`src/rtl/mdp3_book_builder.sv`:
```
// Single-instrument MDP3 price-level book: bids descending, asks ascending, DEPTH levels per side.
// Optional macro BOOK_SECURITY_FILTER_EN drops messages whose SECURITY_ID differs from TRACKED_SECURITY_ID.
module mdp3_book_builder #(
    parameter int          DEPTH               = 4,
    parameter logic [31:0] TRACKED_SECURITY_ID = 32'd0
) (
    input  logic        clk,
    input  logic        reset,
    input  logic        message_ready,
    input  logic        enable_order_book,
    input  logic [7:0]  NUM_ORDERS,
    input  logic [15:0] QUANTITY,
    input  logic [63:0] PRICE,
    input  logic [1:0]  ACTION,
    input  logic [1:0]  ENTRY_TYPE,
    input  logic [31:0] SECURITY_ID,
    output logic [63:0] TOP_BID_PRICE,
    output logic [15:0] TOP_BID_QTY,
    output logic [63:0] TOP_ASK_PRICE,
    output logic [15:0] TOP_ASK_QTY,
    output logic [3:0]  bid_count,
    output logic [3:0]  ask_count,
    output logic        book_busy,
    output logic        book_updated,
    output logic        dropped,
    output logic        overrun
);

    typedef enum logic [1:0] {IDLE, SCAN, SHIFT, COMMIT} state_t;
    typedef enum logic [1:0] {OP_OVERWRITE, OP_INSERT, OP_REMOVE} op_t;

    state_t      state_q, state_d;
    op_t         op_q, op_d;
    logic        msg_prev_q, msg_prev_d;
    logic        side_q, side_d;
    logic [1:0]  act_q, act_d;
    logic [63:0] price_cap_q, price_cap_d;
    logic [15:0] qty_cap_q, qty_cap_d;
    logic [7:0]  ord_cap_q, ord_cap_d;
    logic [3:0]  idx_q, idx_d;
    logic [3:0]  ptr_q, ptr_d;

    logic [63:0] price_q [2][DEPTH];
    logic [63:0] price_d [2][DEPTH];
    logic [15:0] qty_q   [2][DEPTH];
    logic [15:0] qty_d   [2][DEPTH];
    logic [7:0]  ord_q   [2][DEPTH];
    logic [7:0]  ord_d   [2][DEPTH];
    logic [3:0]  cnt_q   [2];
    logic [3:0]  cnt_d   [2];

    logic [63:0] top_bid_price_q, top_bid_price_d;
    logic [15:0] top_bid_qty_q, top_bid_qty_d;
    logic [63:0] top_ask_price_q, top_ask_price_d;
    logic [15:0] top_ask_qty_q, top_ask_qty_d;
    logic        updated_q, updated_d;
    logic        dropped_q, dropped_d;
    logic        overrun_q, overrun_d;

    logic        rise;
    logic        sec_reject;
    logic        hit;
    logic [3:0]  hit_idx;
    logic [3:0]  better;
    logic        full;
    logic [3:0]  last_idx;

`ifdef BOOK_SECURITY_FILTER_EN
    assign sec_reject = (SECURITY_ID != TRACKED_SECURITY_ID);
`else
    logic unused_security;
    assign unused_security = ^{SECURITY_ID, TRACKED_SECURITY_ID};
    assign sec_reject = 1'b0;
`endif

    assign rise     = message_ready && !msg_prev_q;
    assign full     = (cnt_q[side_q] == 4'(DEPTH));
    assign last_idx = full ? 4'(DEPTH - 1) : cnt_q[side_q];

    // Parallel compare: exact-price hit, and count of valid levels strictly better (= insert slot).
    always_comb begin
        hit     = 1'b0;
        hit_idx = '0;
        better  = '0;
        for (int i = 0; i < DEPTH; i++) begin
            if (4'(i) < cnt_q[side_q]) begin
                if (price_q[side_q][i] == price_cap_q) begin
                    hit     = 1'b1;
                    hit_idx = 4'(i);
                end else if (side_q ? (price_q[side_q][i] < price_cap_q)
                                    : (price_q[side_q][i] > price_cap_q)) begin
                    better = better + 4'd1;
                end
            end
        end
    end

    always_comb begin
        state_d         = state_q;
        op_d            = op_q;
        msg_prev_d      = message_ready;
        side_d          = side_q;
        act_d           = act_q;
        price_cap_d     = price_cap_q;
        qty_cap_d       = qty_cap_q;
        ord_cap_d       = ord_cap_q;
        idx_d           = idx_q;
        ptr_d           = ptr_q;
        price_d         = price_q;
        qty_d           = qty_q;
        ord_d           = ord_q;
        cnt_d           = cnt_q;
        top_bid_price_d = top_bid_price_q;
        top_bid_qty_d   = top_bid_qty_q;
        top_ask_price_d = top_ask_price_q;
        top_ask_qty_d   = top_ask_qty_q;
        updated_d       = 1'b0;
        dropped_d       = 1'b0;
        overrun_d       = rise && enable_order_book && (state_q != IDLE);

        case (state_q)
            IDLE: begin
                if (rise && enable_order_book) begin
                    if (ACTION == 2'd3 || ENTRY_TYPE[1] || sec_reject) begin
                        dropped_d = 1'b1;
                    end else begin
                        side_d      = ENTRY_TYPE[0];
                        act_d       = ACTION;
                        price_cap_d = PRICE;
                        qty_cap_d   = QUANTITY;
                        ord_cap_d   = NUM_ORDERS;
                        state_d     = SCAN;
                    end
                end
            end
            SCAN: begin
                state_d = IDLE;
                case (act_q)
                    2'd0: begin
                        if (hit) begin
                            op_d    = OP_OVERWRITE;
                            idx_d   = hit_idx;
                            state_d = COMMIT;
                        end else if (full && better == 4'(DEPTH)) begin
                            dropped_d = 1'b1;
                        end else begin
                            op_d    = OP_INSERT;
                            idx_d   = better;
                            ptr_d   = last_idx;
                            state_d = (last_idx == better) ? COMMIT : SHIFT;
                        end
                    end
                    2'd1: begin
                        if (hit) begin
                            op_d    = OP_OVERWRITE;
                            idx_d   = hit_idx;
                            state_d = COMMIT;
                        end else begin
                            dropped_d = 1'b1;
                        end
                    end
                    default: begin
                        if (hit) begin
                            op_d    = OP_REMOVE;
                            idx_d   = hit_idx;
                            ptr_d   = hit_idx;
                            state_d = (hit_idx == cnt_q[side_q] - 4'd1) ? COMMIT : SHIFT;
                        end else begin
                            dropped_d = 1'b1;
                        end
                    end
                endcase
            end
            SHIFT: begin
                // Inserts open the gap from the bottom upward; removes close it from the top downward.
                if (op_q == OP_INSERT) begin
                    for (int i = 1; i < DEPTH; i++) begin
                        if (4'(i) == ptr_q) begin
                            price_d[side_q][i] = price_q[side_q][i-1];
                            qty_d[side_q][i]   = qty_q[side_q][i-1];
                            ord_d[side_q][i]   = ord_q[side_q][i-1];
                        end
                    end
                    ptr_d = ptr_q - 4'd1;
                    if (ptr_q == idx_q + 4'd1) state_d = COMMIT;
                end else begin
                    for (int i = 0; i < DEPTH - 1; i++) begin
                        if (4'(i) == ptr_q) begin
                            price_d[side_q][i] = price_q[side_q][i+1];
                            qty_d[side_q][i]   = qty_q[side_q][i+1];
                            ord_d[side_q][i]   = ord_q[side_q][i+1];
                        end
                    end
                    ptr_d = ptr_q + 4'd1;
                    if (ptr_q + 4'd1 == cnt_q[side_q] - 4'd1) state_d = COMMIT;
                end
            end
            COMMIT: begin
                for (int i = 0; i < DEPTH; i++) begin
                    if (4'(i) == idx_q && op_q != OP_REMOVE) begin
                        qty_d[side_q][i] = qty_cap_q;
                        ord_d[side_q][i] = ord_cap_q;
                        if (op_q == OP_INSERT) price_d[side_q][i] = price_cap_q;
                    end
                end
                if (op_q == OP_INSERT && !full) cnt_d[side_q] = cnt_q[side_q] + 4'd1;
                if (op_q == OP_REMOVE)          cnt_d[side_q] = cnt_q[side_q] - 4'd1;
                updated_d = 1'b1;
                state_d   = IDLE;
            end
            default: state_d = IDLE;
        endcase

        if (state_q == COMMIT) begin
            top_bid_price_d = (cnt_d[0] != 4'd0) ? price_d[0][0] : 64'd0;
            top_bid_qty_d   = (cnt_d[0] != 4'd0) ? qty_d[0][0]   : 16'd0;
            top_ask_price_d = (cnt_d[1] != 4'd0) ? price_d[1][0] : 64'd0;
            top_ask_qty_d   = (cnt_d[1] != 4'd0) ? qty_d[1][0]   : 16'd0;
        end
    end

    always_ff @(posedge clk) begin
        if (!reset) begin
            state_q         <= IDLE;
            op_q            <= OP_OVERWRITE;
            msg_prev_q      <= 1'b0;
            side_q          <= 1'b0;
            act_q           <= 2'd0;
            price_cap_q     <= '0;
            qty_cap_q       <= '0;
            ord_cap_q       <= '0;
            idx_q           <= '0;
            ptr_q           <= '0;
            for (int s = 0; s < 2; s++) begin
                cnt_q[s] <= '0;
                for (int i = 0; i < DEPTH; i++) begin
                    price_q[s][i] <= '0;
                    qty_q[s][i]   <= '0;
                    ord_q[s][i]   <= '0;
                end
            end
            top_bid_price_q <= '0;
            top_bid_qty_q   <= '0;
            top_ask_price_q <= '0;
            top_ask_qty_q   <= '0;
            updated_q       <= 1'b0;
            dropped_q       <= 1'b0;
            overrun_q       <= 1'b0;
        end else begin
            state_q         <= state_d;
            op_q            <= op_d;
            msg_prev_q      <= msg_prev_d;
            side_q          <= side_d;
            act_q           <= act_d;
            price_cap_q     <= price_cap_d;
            qty_cap_q       <= qty_cap_d;
            ord_cap_q       <= ord_cap_d;
            idx_q           <= idx_d;
            ptr_q           <= ptr_d;
            price_q         <= price_d;
            qty_q           <= qty_d;
            ord_q           <= ord_d;
            cnt_q           <= cnt_d;
            top_bid_price_q <= top_bid_price_d;
            top_bid_qty_q   <= top_bid_qty_d;
            top_ask_price_q <= top_ask_price_d;
            top_ask_qty_q   <= top_ask_qty_d;
            updated_q       <= updated_d;
            dropped_q       <= dropped_d;
            overrun_q       <= overrun_d;
        end
    end

    assign TOP_BID_PRICE = top_bid_price_q;
    assign TOP_BID_QTY   = top_bid_qty_q;
    assign TOP_ASK_PRICE = top_ask_price_q;
    assign TOP_ASK_QTY   = top_ask_qty_q;
    assign bid_count     = cnt_q[0];
    assign ask_count     = cnt_q[1];
    assign book_busy     = (state_q != IDLE);
    assign book_updated  = updated_q;
    assign dropped       = dropped_q;
    assign overrun       = overrun_q;

endmodule

```
`config.mk`:
```
export PLATFORM = sky130hd
export DESIGN_NAME = mdp3_book_builder
export DESIGN_NICKNAME = d
export VERILOG_FILES = /design/src/rtl/mdp3_book_builder.sv
export SDC_FILE = /design/constraint.sdc
export NUM_CORES = 2
export LEC_CHECK = 0
export CORE_AREA = 2 2 507 408
export CTS_BUF_LIST = sky130_fd_sc_hd__clkbuf_4 sky130_fd_sc_hd__clkbuf_8
export CTS_CLUSTER_DIAMETER = 30
export DETAILED_ROUTE_END_ITERATION = 8
export DIE_AREA = 0 0 509 410
export HOLD_SLACK_MARGIN = 0.03
export MAX_ROUTING_LAYER = met4
export PLACE_DENSITY = 0.45
export SYNTH_ARGS = -nofsm -noshare
export SYNTH_HDL_FRONTEND = slang
export SYNTH_SLANG_ARGS = --single-unit
```
`constraint.sdc`:
```
create_clock -name clk -period 24.1 [get_ports clk]
set_input_delay 3.615 -clock clk [delete_from_list [all_inputs] [get_ports clk]]
set_output_delay 3.615 -clock clk [all_outputs]
set_load 0.02 [all_outputs]
```
==> results.py <==
metrics = {
    "cells_and_area": {
        "layout-drive-gt1-share": 0.152,
        "stdcell_area_mm2": 0.0627,
        "stdcell_count": 9496,
        "final_cell_mix": "dfxtp_1, nand2_1, nor2_1, a21oi_1, clkbuf_8",
        "final_common_cell": "dfxtp_1",
        "nNetsFinal": 6963,
        "post-route-util": 0.306,
        "fillers": 21800,
        "syn2layout_area_growth_pct": 23.7,
    },
    "cts": {
        "path_clk_slew_ns": 0.05,
        "h-tree-depth": 5,
        "cts_root_buf": "clkbuf_8",
        "cts_hold_buf": 0,
        "cts_made_buffers": 279,
        "ctsResizeCount": 0,
        "clockBufferDepth": 4,
        "cts_tree": "yes",
        "cts_setup_buffers": 0,
        "clk_latency_ns": 1.03,
        "clock_sink_count": 907,
    },
    "global_routing": {
        "grt_max_degree": 107,
        "grt_pass1_wl_mm": 421,
        "grt-ovfl-total": 0,
        "antenna_found_initial": 26,
        "grt_use_total": 0.291,
        "first_global_vias": 51900,
    },
    "pwr": {
        "power.total_uw": 4850,
        "ir_drop_uv": 45.4,
        "p_leak_uw": 0.0221,
        "power_density_mw_per_mm2": 77.3,
    },
    "synthesis": {
        "synthesis.area_mm2": 0.0507,
        "syn_nets": 6784,
        "synthFlopType": "dfxtp_1",
        "synth_top_area_cell": "dfxtp_1",
        "yosysWarnings": 0,
        "syn_inst": 6385,
        "avgSynthCellArea_um2": 7.93,
        "ys_seq_elements": 907,
        "yosysSeqAreaShare": 0.358,
        "ys_types": 77,
        "async_reset_ff_frac": 0,
        "synth_area_leaders": "dfxtp_1, a21oi_1, nand2_1",
        "synth_edf_count": 0,
        "synth_top_area_share": 0.358,
    },
    "sta": {
        "slew_headroom": 0.0395,
        "hold_viol": 0,
        "slew_viol_final": 0,
        "fmax_mhz": 107,
        "period_minus_slack_ns": 9.34,
        "clock_skew_ns": 0.0970,
        "setup_viol_count_final": 0,
        "finalCritPeriodShare": 0.387,
        "worst_slew_pin_slew_ns": 1.43,
        "fin_setup_tns_ns": 0,
        "grt_setup_unrepaired": "no",
    },
    "route": {
        "drc": 29,
        "drtIter0Drc": 9744,
        "firstDrtPassIters": 9,
        "route.vias.total": 56700,
        "avgViaCountPerCell": 5.97,
        "routed_wl_mm": 308,
        "drtAntennaViolNets": 0,
        "wl_per_cell_um": 32.4,
    },
    "place": {
        "dp_hpwl_mm": 197,
        "gp_congestion": 0.974,
        "port_buffers": 259,
        "dpl-instance-area_mm2": 0.0565,
        "post-place-cells": 9001,
    },
    "min_path": {
        "hp-class": "reg -> reg",
        "min_from": "TOP_BID_PRICE[13]",
    },
    "run": {
        "cap_violations": 0,
    },
    "worst_setup_path": {
        "crit_type": "reg -> reg",
        "worstPathArrival_ns": 10.21,
        "cp_max_fo": 50,
        "cp-startpoint": "side_q",
        "endpoint_kind": "flip-flop",
        "cp-start-kind": "flip-flop",
        "r2r_start": "side_q",
        "rrSetupSlack_ns": 14.76,
        "critical_path_required_ns": 24.97,
    },
    "floorplanning": {
        "boundaryPins": 300,
        "die_width_um": 509,
        "initial_core_util": 0.248,
        "die-height_um": 410,
        "dieArea_mm2": 0.209,
        "core_mm2": 0.205,
        "fp-row-count": 149,
    },
    "run_status": {
        "status": "finished, violations left",
        "violations": "DRC",
    },
}
[power by group]
part,switching [µW],internal [µW]
Clock,928,1600
Sequential,55.0,1530
Combinational,551,173
[layer usage]
metal	up-vias	track usage	wire length (µm)
met5	-	-	0
met4	0	0.143	15900
met3	881	0.0769	36400
met2	4116	0.400	125000
met1	27700	0.389	130000
li1	24000	-	-
[path summary, 6_finish.rpt]
kind | end | depth (start not counted)
setup / recovery | ptr_q[1] | 24
hold / removal | TOP_BID_PRICE[13] | 2
setup reg to reg | ptr_q[1] | 24
hold reg to reg | TOP_BID_PRICE[13] | 2
[cell families (layout without fill, tap and decap cells)]
group / Yosys count / in the layout / share of synthesized area
compound gates: 2072 / 2072 / 0.269
xor+xnor: 25 / 25 / 0.00459
fa+ha+maj: 271 / 271 / 0.0669
buf+inv: 625 / 1001 / 0.0464
flops: 907 / 907 / 0.358
mux: 384 / 384 / 0.0829
other cells: 0 / 17 / 0
simple gates: 2101 / 2101 / 0.171
[state kept, by name, indices dropped and copies added, names as in the netlist, 2 cells and up, named ones only]
register	flops
qty_cap_q	16
price_q	512
TOP_ASK_PRICE	64
op_q	2
qty_q	128
TOP_BID_QTY	16
act_q	2
bid_count	4
TOP_BID_PRICE	64
TOP_ASK_QTY	16
ask_count	4
ptr_q	4
price_cap_q	64
idx_q	4
[critical path: stages (launching register included)]
cell and delay (ns):
dfxtp_4 0.83, buf_4 0.68, buf_4 0.76, mux2_2 0.45, ha_1 0.31, nand4_1 0.27
nor4_1 1.10, nand4_1 0.64, nand2_1 0.21, mux2i_1 0.11, ha_1 0.34, a2bb2oi_1 0.16
and2_1 0.18, inv_2 0.07, ha_1 0.32, mux2_4 0.16, ha_1 0.15, nand2_1 0.07
or4_1 0.42, a21oi_1 0.49, o21ai_1 0.22, a2111oi_4 0.43, o31ai_1 0.15, nand2_1 0.20
mux2_1 0.34
[cell usage after synthesis, types with 21 or more instances]
master / count
dfxtp_1: 907
nand2_1: 905
nor2_1: 792
a21oi_1: 749
clkbuf_1: 480
mux2_2: 272
ha_1: 271
o21ai_0: 239
a22oi_1: 203
a221oi_1: 139
nand3_1: 134
o22ai_1: 125
a22o_1: 111
mux2i_1: 107
a222oi_1: 93
inv_1: 88
nand4_1: 83
nor3_1: 81
o211ai_1: 60
a31oi_1: 59
a32oi_1: 57
a21o_1: 56
buf_1: 52
a211oi_1: 28
nor4_1: 21
[final cells by class]
cell class	count	area (µm²)	share of cell area
antenna	17	42.5	0.000679
tap	2718	3400	0.0543
timing repair buffer	432	3910	0.0625
clock inverter	110	1350	0.0215
inverter	91	349	0.00557
sequential	907	18200	0.290
multi-input combinational	4853	30600	0.489
clock buffer	368	4830	0.0770
[through the flow]
step	setup slack, ns	hold slack, ns
after global routing	14.78	0.479
after CTS	15.27	0.451
after global placement	15.26	0.441
final	14.76	0.450
after detailed placement	15.28	0.445
after floorplan	16.13	0.432
(Power assumes the default switching activity.)
